### config.mk
export PLATFORM = sky130hd
export DESIGN_NAME = avalon_pkt_sanitizer
export DESIGN_NICKNAME = d
export VERILOG_FILES = /design/src/rtl/avalon_pkg.sv /design/src/rtl/avalon_pipe_reg.sv /design/src/rtl/avalon_pkt_sanitizer.sv
export SDC_FILE = /design/constraint.sdc
export NUM_CORES = 1
export LEC_CHECK = 0
export CAP_MARGIN = 0
export CORE_MARGIN = 10
export CORE_UTILIZATION = 45
export CTS_CLUSTER_DIAMETER = 80
export CTS_CLUSTER_SIZE = 24
export DETAILED_ROUTE_END_ITERATION = 7
export PLACE_DENSITY = 0.8
export SETUP_SLACK_MARGIN = 0.2
export SYNTH_ARGS = -nofsm -noshare
export SYNTH_HDL_FRONTEND = slang
export SYNTH_SLANG_ARGS = --single-unit
### constraint.sdc
create_clock -name clk_i -period 3.7 [get_ports clk_i]
set_input_delay 0.37 -clock clk_i [delete_from_list [all_inputs] [get_ports clk_i]]
set_output_delay 0.37 -clock clk_i [all_outputs]
set_load 0.03 [all_outputs]
### src/rtl/avalon_pkg.sv
// Shared types for the Avalon-ST packet sanitizer: FSM state encoding,
// statistics counter width and a saturating increment helper.
package avalon_pkg;

  typedef enum logic [1:0] {IDLE_S, IN_PKT_S, DROP_S} san_state_t;

  localparam int STAT_W = 16;

  function automatic logic [STAT_W-1:0] sat_inc(input logic [STAT_W-1:0] v, input logic en);
    return (en && (v != '1)) ? v + STAT_W'(1) : v;
  endfunction

endpackage

### src/rtl/avalon_pipe_reg.sv
// Output stage register with valid/ready: loads a word, holds it while the
// sink stalls, clears valid once the word has been taken.
module avalon_pipe_reg
  import avalon_pkg::*;
#(
  parameter int WIDTH = 12
) (
  input  logic             clk_i,
  input  logic             srst_i,
  input  logic             i_load,
  input  logic [WIDTH-1:0] i_data,
  input  logic             i_ready,
  output logic [WIDTH-1:0] o_data,
  output logic             o_valid,
  output logic             o_free
);

  logic [WIDTH-1:0] r_data;
  logic             r_valid;

  assign o_free  = !r_valid | i_ready;
  assign o_data  = r_data;
  assign o_valid = r_valid;

  // Callers only raise i_load when o_free is set, so a held word is never overwritten.
  always_ff @(posedge clk_i) begin
    if (srst_i) begin
      r_data  <= '0;
      r_valid <= 1'b0;
    end else if (i_load) begin
      r_data  <= i_data;
      r_valid <= 1'b1;
    end else if (i_ready) begin
      r_valid <= 1'b0;
    end
  end

endmodule

### src/rtl/avalon_pkt_sanitizer.sv
// Avalon-ST framing stage: drops orphan words, truncates long packets, closes
// aborted packets. Optional counters enabled by AVALON_PKT_SANITIZER_STATS_EN.
module avalon_pkt_sanitizer
  import avalon_pkg::*;
#(
  parameter int DWIDTH      = 10,
  parameter int MAX_PKT_LEN = 10
) (
  input  logic              clk_i,
  input  logic              srst_i,
  input  logic [DWIDTH-1:0] snk_data_i,
  input  logic              snk_startofpacket_i,
  input  logic              snk_endofpacket_i,
  input  logic              snk_valid_i,
  output logic              snk_ready_o,
  output logic [DWIDTH-1:0] src_data_o,
  output logic              src_startofpacket_o,
  output logic              src_endofpacket_o,
  output logic              src_valid_o,
  input  logic              src_ready_i
`ifdef AVALON_PKT_SANITIZER_STATS_EN
  ,
  output logic [STAT_W-1:0] stat_pkt_o,
  output logic [STAT_W-1:0] stat_trunc_o,
  output logic [STAT_W-1:0] stat_drop_o
`endif
);

  localparam int LEN_W = $clog2(MAX_PKT_LEN + 1);

  typedef struct packed {
    logic [DWIDTH-1:0] data;
    logic              sop;
    logic              eop;
  } word_t;

  san_state_t       r_state, w_state_next;
  logic [LEN_W-1:0] r_len, w_len_next, w_len_inc;
  word_t            r_h, w_in_word, w_o_word, w_src_word;
  logic             r_h_valid;
  logic             w_o_free, w_snk_ready, w_accept, w_keep, w_drop, w_trunc;
  logic             w_force_h_eop, w_h_to_o, w_src_valid;

  assign w_snk_ready = !r_h_valid | w_o_free;
  assign w_accept    = snk_valid_i & w_snk_ready;
  assign w_len_inc   = r_len + LEN_W'(1);

  always_comb begin
    w_state_next   = r_state;
    w_len_next     = r_len;
    w_in_word.data = snk_data_i;
    w_in_word.sop  = snk_startofpacket_i;
    w_in_word.eop  = snk_endofpacket_i;
    w_keep         = 1'b0;
    w_drop         = 1'b0;
    w_trunc        = 1'b0;
    w_force_h_eop  = 1'b0;
    if (w_accept) begin
      if (snk_startofpacket_i) begin
        // A sop inside an open packet closes the word still waiting in H.
        w_keep        = 1'b1;
        w_force_h_eop = (r_state == IN_PKT_S);
        w_trunc       = (r_state == IN_PKT_S);
        w_state_next  = snk_endofpacket_i ? IDLE_S : IN_PKT_S;
        w_len_next    = snk_endofpacket_i ? '0 : LEN_W'(1);
      end else if (r_state == IN_PKT_S) begin
        w_keep = 1'b1;
        if (snk_endofpacket_i) begin
          w_state_next = IDLE_S;
          w_len_next   = '0;
        end else if (w_len_inc == LEN_W'(MAX_PKT_LEN)) begin
          w_in_word.eop = 1'b1;
          w_trunc       = 1'b1;
          w_state_next  = DROP_S;
          w_len_next    = '0;
        end else begin
          w_len_next = w_len_inc;
        end
      end else begin
        w_drop = 1'b1;
        if (r_state == DROP_S && snk_endofpacket_i) begin
          w_state_next = IDLE_S;
        end
      end
    end
  end

  // A non-eop word in H only moves once its successor arrives, so its eop can still be forced.
  assign w_h_to_o = r_h_valid & w_o_free & (r_h.eop | w_keep);

  always_comb begin
    w_o_word     = r_h;
    w_o_word.eop = r_h.eop | w_force_h_eop;
  end

  always_ff @(posedge clk_i) begin
    if (srst_i) begin
      r_state   <= IDLE_S;
      r_len     <= '0;
      r_h       <= '0;
      r_h_valid <= 1'b0;
    end else begin
      r_state <= w_state_next;
      r_len   <= w_len_next;
      if (w_keep) begin
        r_h       <= w_in_word;
        r_h_valid <= 1'b1;
      end else if (w_h_to_o) begin
        r_h_valid <= 1'b0;
      end
    end
  end

  avalon_pipe_reg #(
    .WIDTH (DWIDTH + 2)
  ) u_out_reg (
    .clk_i   (clk_i),
    .srst_i  (srst_i),
    .i_load  (w_h_to_o),
    .i_data  (w_o_word),
    .i_ready (src_ready_i),
    .o_data  (w_src_word),
    .o_valid (w_src_valid),
    .o_free  (w_o_free)
  );

  assign snk_ready_o         = w_snk_ready;
  assign src_data_o          = w_src_word.data;
  assign src_startofpacket_o = w_src_word.sop;
  assign src_endofpacket_o   = w_src_word.eop;
  assign src_valid_o         = w_src_valid;

`ifdef AVALON_PKT_SANITIZER_STATS_EN
  logic [STAT_W-1:0] r_stat_pkt, r_stat_trunc, r_stat_drop;

  always_ff @(posedge clk_i) begin
    if (srst_i) begin
      r_stat_pkt   <= '0;
      r_stat_trunc <= '0;
      r_stat_drop  <= '0;
    end else begin
      r_stat_pkt   <= sat_inc(r_stat_pkt, w_src_valid & src_ready_i & w_src_word.eop);
      r_stat_trunc <= sat_inc(r_stat_trunc, w_trunc);
      r_stat_drop  <= sat_inc(r_stat_drop, w_drop);
    end
  end

  assign stat_pkt_o   = r_stat_pkt;
  assign stat_trunc_o = r_stat_trunc;
  assign stat_drop_o  = r_stat_drop;
`endif

endmodule

==> qor.txt, run 1 <==
Outcome: completed
Final period demand of the worst path: 2100 ps
Worst-path clk slew: 90 ps
H-tree levels: 2
Crit path top cell by count: clkdlybuf4s50_1
Die area: 5990 um^2
Mean Syn Cell Area: 8.77 um^2
RSZ-0062 raised after global routing: no
VDD IR max: 0.167 mV
Post-synthesis adder-cell area fraction: 0.0169
Num CTS Buffers: 5
First-pass GRT wire length: 5.62 mm
Critical path, cell by cell: clkdlybuf4s50_1 > nand3b_4 > clkdlybuf4s50_1
WS Path Type: in -> out
Synth Register Bits: 32
CTS Hold Bufs: 0
Slowest-stage cell, CP: clkdlybuf4s50_1
Max Fclk: 477 MHz
Max incr delay on CP: 700 ps
FP Rows: 20
Post-synthesis compound-gate area fraction: 0.267
Arr. time, crit path: 1730 ps
Vias in the first global route: 1,210
Final Hold Fails: 0
Power, Total: 670 uW
Synth top area share: 0.432
Slew headroom: 0.406
Final GP Congestion: 0.819
Fin cells: 238
Routed WL: 3.40 mm
Seq/Total Area, Yosys: 0.432
Crit share post-route: 0.567
Cells after DPL: 231
Simple-Gate Fraction of Synth Area: 0.214
Antenna Violating Nets Remaining: 0
Measured slew at the worst slew-check pin: 887 ps
TritonRoute pass-1 iters: 4
Clk_lat worst skew: 330 ps
Crit Path Max Fanout: 8
Design area: 1840 um^2
DRT iter0 DRCs: 146
CTS root buf: clkbuf_4
I/O Buffers: 29
IO Count: 30
Antenna Cells: 0
CTS max path bufs: 2
XOR/XNOR Fraction of Synth Area: 0.00591
Pwr dens: 364 nW/um^2
Synth warn: 0
Antenna violations before repair: 0
Share of cells above drive strength 1: 0.0928
Clk sinks: 32
DP Area: 1770 um^2
Die height: 77.4 um
GR Util All Layers: 0.112
Starting Density: 0.478
Gate Count Post-Synth: 169
Detailed-route DRC error count: 0
Largest net degree at the start of global routing: 23
Via count: 1,305
Nature of the critical path startpoint: input pin
CP Data Required Time: 3330 ps
Core Region: 3100 um^2
Post-Route Utilization: 0.593
Setup_tns: 0 ps
Crit. End Element: output port
Via density: 5.48
Largest family of logic cells by synthesized area: compound AO/OA/AOI/OAI gates
Gr ovfl total: 0
Top-count cell post-synth: dfxtp_1
Post-CTS sizing: 0
R2r setup slk: 2040 ps
Synthesis-to-finish area growth: 24.1%
Final HPWL DP: 2.59 mm
Max Slew Vio Count: 0
Final #Nets: 212
Mux cell area share after synthesis: 0.0135
Post-Syn Nets: 187
EDFF count, synth: 0
LEAKAGE: 0.000639 uW
Ranking of synthesized cells by area: dfxtp_1, a21oi_1, nand2_1
# setup viols final: 0
Synthesized area: 1480 um^2
TritonCTS clock tree: yes
Synth cell types: 46
Max-cap viol count: 0
Largest area contributor in the netlist: dfxtp_1
Final Skew: 7.31 ps
Post-synth top cells: dfxtp_1, a21oi_1, nand2_1
Setup Fix Bufs, Post-CTS: 0
HP Class: reg -> reg
Wire per inst: 14.3 um
Post-synth top flop: dfxtp_1
Die width: 77.4 um
Asr flop ratio synth: 0
## layout by cell type (no fill, tap or decap), types with 2 or more instances in the layout
master / instances
o21ai_0: 13
mux2i_1: 2
nor2b_1: 2
nand3_1: 13
dfxtp_1: 32
o31ai_1: 3
o211a_1: 2
a211oi_1: 2
o211ai_1: 3
inv_1: 4
clkbuf_4: 5
clkdlybuf4s50_1: 29
a21oi_1: 25
clkbuf_8: 2
ha_1: 2
nand2_1: 23
nor3_1: 3
nor2_1: 3
## worst max-delay path, delay by kind of cell
family                 cells  cell delay [ps]
buffers and inverters      2             1170
AND/OR/NAND/NOR            1              180
## final cells by class
class,count,area (um^2)
inverters,4,15.0
multi-input cells,121,766
clock buffers,7,65.1
flip-flops and latches,32,641
fillers,320,1260
well taps,44,55.1
repair buffers,30,298
## path summary, 6_finish.rpt
kind	end	start	depth (start not counted)
worst min-delay path	r_h[8]	r_h[8]	2
worst min register to register	r_h[8]	r_h[8]	2
worst max-delay path	snk_ready_o	src_ready_i	3
worst max register to register	r_state[1]	r_len[0]	5
## report_power, final
group	internal [uW]	switching [uW]
Clock	108	111
Sequential	356	9.72
Combinational	36.6	48.5
Total	500	169
## through the flow
stage / setup slack (ps) / hold slack [ps]
4_1_cts: 1600 / 462
5_1_grt: 1560 / 479
6_report: 1600 / 463
3_3_place_gp: 1620 / 444
2_1_floorplan: 2220 / 437
3_5_place_dp: 1550 / 448
## layer usage
metal,share of wire,global-route usage,routed length [um]
met5,0,0,0
met4,0.013,0.0401,44
met2,0.47,0.183,1580
met1,0.46,0.129,1570
met3,0.059,0.0449,199
## logic make-up (layout without fill, tap and decap cells)
group	Yosys count	after routing
flip-flops	32	32
AND/OR/NAND/NOR	56	56
multiplexers	2	2
buffers and inverters	16	41
AO/OA/AOI/OAI	60	60
adder cells (fa/ha/maj)	2	2
XOR/XNOR	1	1
## flip-flops by register name, indices dropped and copies added (netlist names)
register           flops
r_h                   12
r_h_valid              1
r_len                  4
r_state                2
u_out_reg.o_data      12
u_out_reg.o_valid      1
Power figures use the tool's default switching activity.
==> run 2: changes to the inputs <==
- PLACE_DENSITY: 0.8 -> 0.83
- clock period: 3.7 -> 1.8 ns (I/O delays scaled with it)
==> qor.txt, run 2 (synthesis results as in run 1) <==
CTS max path bufs: 2 (unchanged)
Worst reg2reg path depth: 6 (+1)
Clk sinks: 32 (unchanged)
Outcome: completed
Slew headroom: 0.716 (+0.310)
Worst-path clk slew: 110 ps (+20 ps)
Crit share post-route: 0.863
Crit. End Element: output port
Post-Route Utilization: 0.622 (+0.0290)
Share of cells above drive strength 1: 0.153 (+0.0607)
HP Class: in -> reg
Final #Nets: 219 (+3.3%)
GR Util All Layers: 0.118 (+0.00625)
Worst R2R Start: r_len[1]
Crit path max-delay family: buffers and inverters
Vias in the first global route: 1,355 (+12%)
Final Skew: 9.96 ps (+2.65 ps)
WP buf/inv: 1 (-1)
VDD IR max: 0.418 mV (+150%)
Commonest non-fill, non-tap cells in the layout: dfxtp_1, clkdlybuf4s50_1, a21oi_1
WHS Path Cells: 3 (+1)
WS Path Type: reg -> out
First-pass GRT wire length: 5.93 mm (+5.7%)
Nature of the critical path startpoint: register
Crit Path Max Fanout: 2 (-6)
Switching Fraction: 0.257 (+0.00459)
Antenna Cells: 0 (unchanged)
Gr ovfl total: 0 (unchanged)
Core Region: 3100 um^2 (unchanged)
Sw Pwr: 384 uW (+130%)
Measured slew at the worst slew-check pin: 425 ps (-462 ps)
H-tree levels: 2 (unchanged)
Detailed-route DRC error count: 0 (unchanged)
RSZ-0062 raised after global routing: no
Die width: 77.4 um (unchanged)
Min-Delay Endpoint: r_h[5]
Setup_tns: 0 ps (unchanged)
R2r setup slk: 330 ps (-1710 ps)
Max Slew Vio Count: 0 (unchanged)
Combinational share of power: 0.126 (about the same)
Via density: 5.48 (about the same)
Final HPWL DP: 2.69 mm (+3.6%)
Min-delay src: snk_data_i[3]
Int Pwr: 1110 uW (+120%)
Max Fclk: 644 MHz
Max-cap viol count: 0 (unchanged)
DRT iter0 DRCs: 114 (-22%)
Clk_lat worst skew: 330 ps (about the same)
Max incr delay on CP: 690 ps (about the same)
Critical path, cell by cell: clkdlybuf4s50_1
Slowest-stage cell, CP: clkdlybuf4s50_1
LEAKAGE: 0.000695 uW (+8.7%)
# setup viols final: 0 (unchanged)
FP Rows: 20 (unchanged)
Die area: 5990 um^2 (unchanged)
TritonCTS clock tree: yes
Synthesis-to-finish area growth: 30.1%
IO Count: 30 (unchanged)
Num CTS Buffers: 5 (unchanged)
Reg-to-reg endpoint: r_state[1]
I/O Buffers: 29 (unchanged)
TritonRoute pass-1 iters: 4 (unchanged)
CTS Hold Bufs: 0 (unchanged)
Routed WL: 3.54 mm (+4.1%)
CTS root buf: clkbuf_4
Clock share of power: 0.370 (+0.043)
Setup Fix Bufs, Post-CTS: 0 (unchanged)
Final period demand of the worst path: 1550 ps
Arr. time, crit path: 1370 ps (-360 ps)
Worst hold slack: 392 ps (-71.7 ps)
Pwr dens: 774 nW/um^2 (+110%)
Antenna Violating Nets Remaining: 0 (unchanged)
Commonest non-fill, non-tap cell in the layout: dfxtp_1
Die height: 77.4 um (unchanged)
Starting Density: 0.478 (unchanged)
Via count: 1,348 (+3.3%)
Final GP Congestion: 0.804 (-1.9%)
Largest net degree at the start of global routing: 14 (-39%)
Final Hold Fails: 0 (unchanged)
Sequential group share of total power: 0.505 (-0.041)
Wire per inst: 14.4 um (+0.74%)
CP Data Required Time: 1620 ps (-1710 ps)
Antenna violations before repair: 0 (unchanged)
## run 2: cell types whose count changed in the layout (fill, tap and decap cells not counted), moves of 2 or more
| cell | before | now |
|---|---|---|
| buf_4 | 1 | 8 |
| clkbuf_8 | 2 | 0 |
| clkdlybuf4s50_1 | 29 | 26 |
| dfxtp_1 | 32 | 30 |
| dlygate4sd2_1 | 0 | 2 |
| ha_1 | 2 | 0 |
## run 2: through the flow
stage                     instance area [um^2]  instances  worst slack (ps)  total power, uW
after global placement                    1830        238              88.0              949
after floorplan                           1480        169               317              881
after global routing                      1930        246               201             1560
final                                     1930        246               246             1490
after detailed placement                  1830        238              73.1              955
after CTS                                 1910        246               213             1500
## run 2: repair_timing
| action | in CTS | in global routing |
|---|---|---|
| hold endpoints to repair | 0 | 0 |
| resized for setup | 4 | 6 |
| setup endpoints to repair | 3 | 2 |
## run 2: per-layer routing
metal | part of all wire | track usage | routed length (um)
met5 | 0 | 0 | 0
met1 | 0.42 | 0.125 | 1480
met2 | 0.51 | 0.209 | 1820
met3 | 0.055 | 0.0415 | 195
met4 | 0.012 | 0.0474 | 42
## run 2: worst reg2reg max path: cells and delay by family (launching register included)
kind,cells,cell delay [ps]
compound gates,2,400
fa+ha+maj,1,220
buf+inv,1,60
flops,1,370
simple gates,2,320
## run 2: worst max path at each step
stage / start / to / slack, ps / cells after the start
final: u_out_reg.o_data[9] / src_data_o[7] / 250 / 1
after global routing: u_out_reg.o_data[11] / src_data_o[9] / 200 / 1
after CTS: r_len[1] / r_state[1] / 210 / 5
after detailed placement: snk_startofpacket_i / r_len[2] / 70 / 4
after global placement: src_ready_i / snk_ready_o / 90 / 3
after floorplan: r_len[0] / r_state[1] / 320 / 5
## run 2: power by group through the flow
stage / registers (uW) / logic, uW / clock network, uW
after floorplan: 772 / 109 / 0
after global placement: 767 / 182 / 0
after detailed placement: 768 / 187 / 0
after CTS: 752 / 187 / 559
after global routing: 757 / 208 / 591
final: 753 / 187 / 552
## run 2: final cells by class
class                      instances  area [um^2]
timing repair buffer              37          350
clock buffer                       5         37.5
clock inverter                     3         42.5
tap                               44         55.1
fill                             303         1170
multi-input combinational        121          783
sequential                        32          646
inverter                           4         15.0
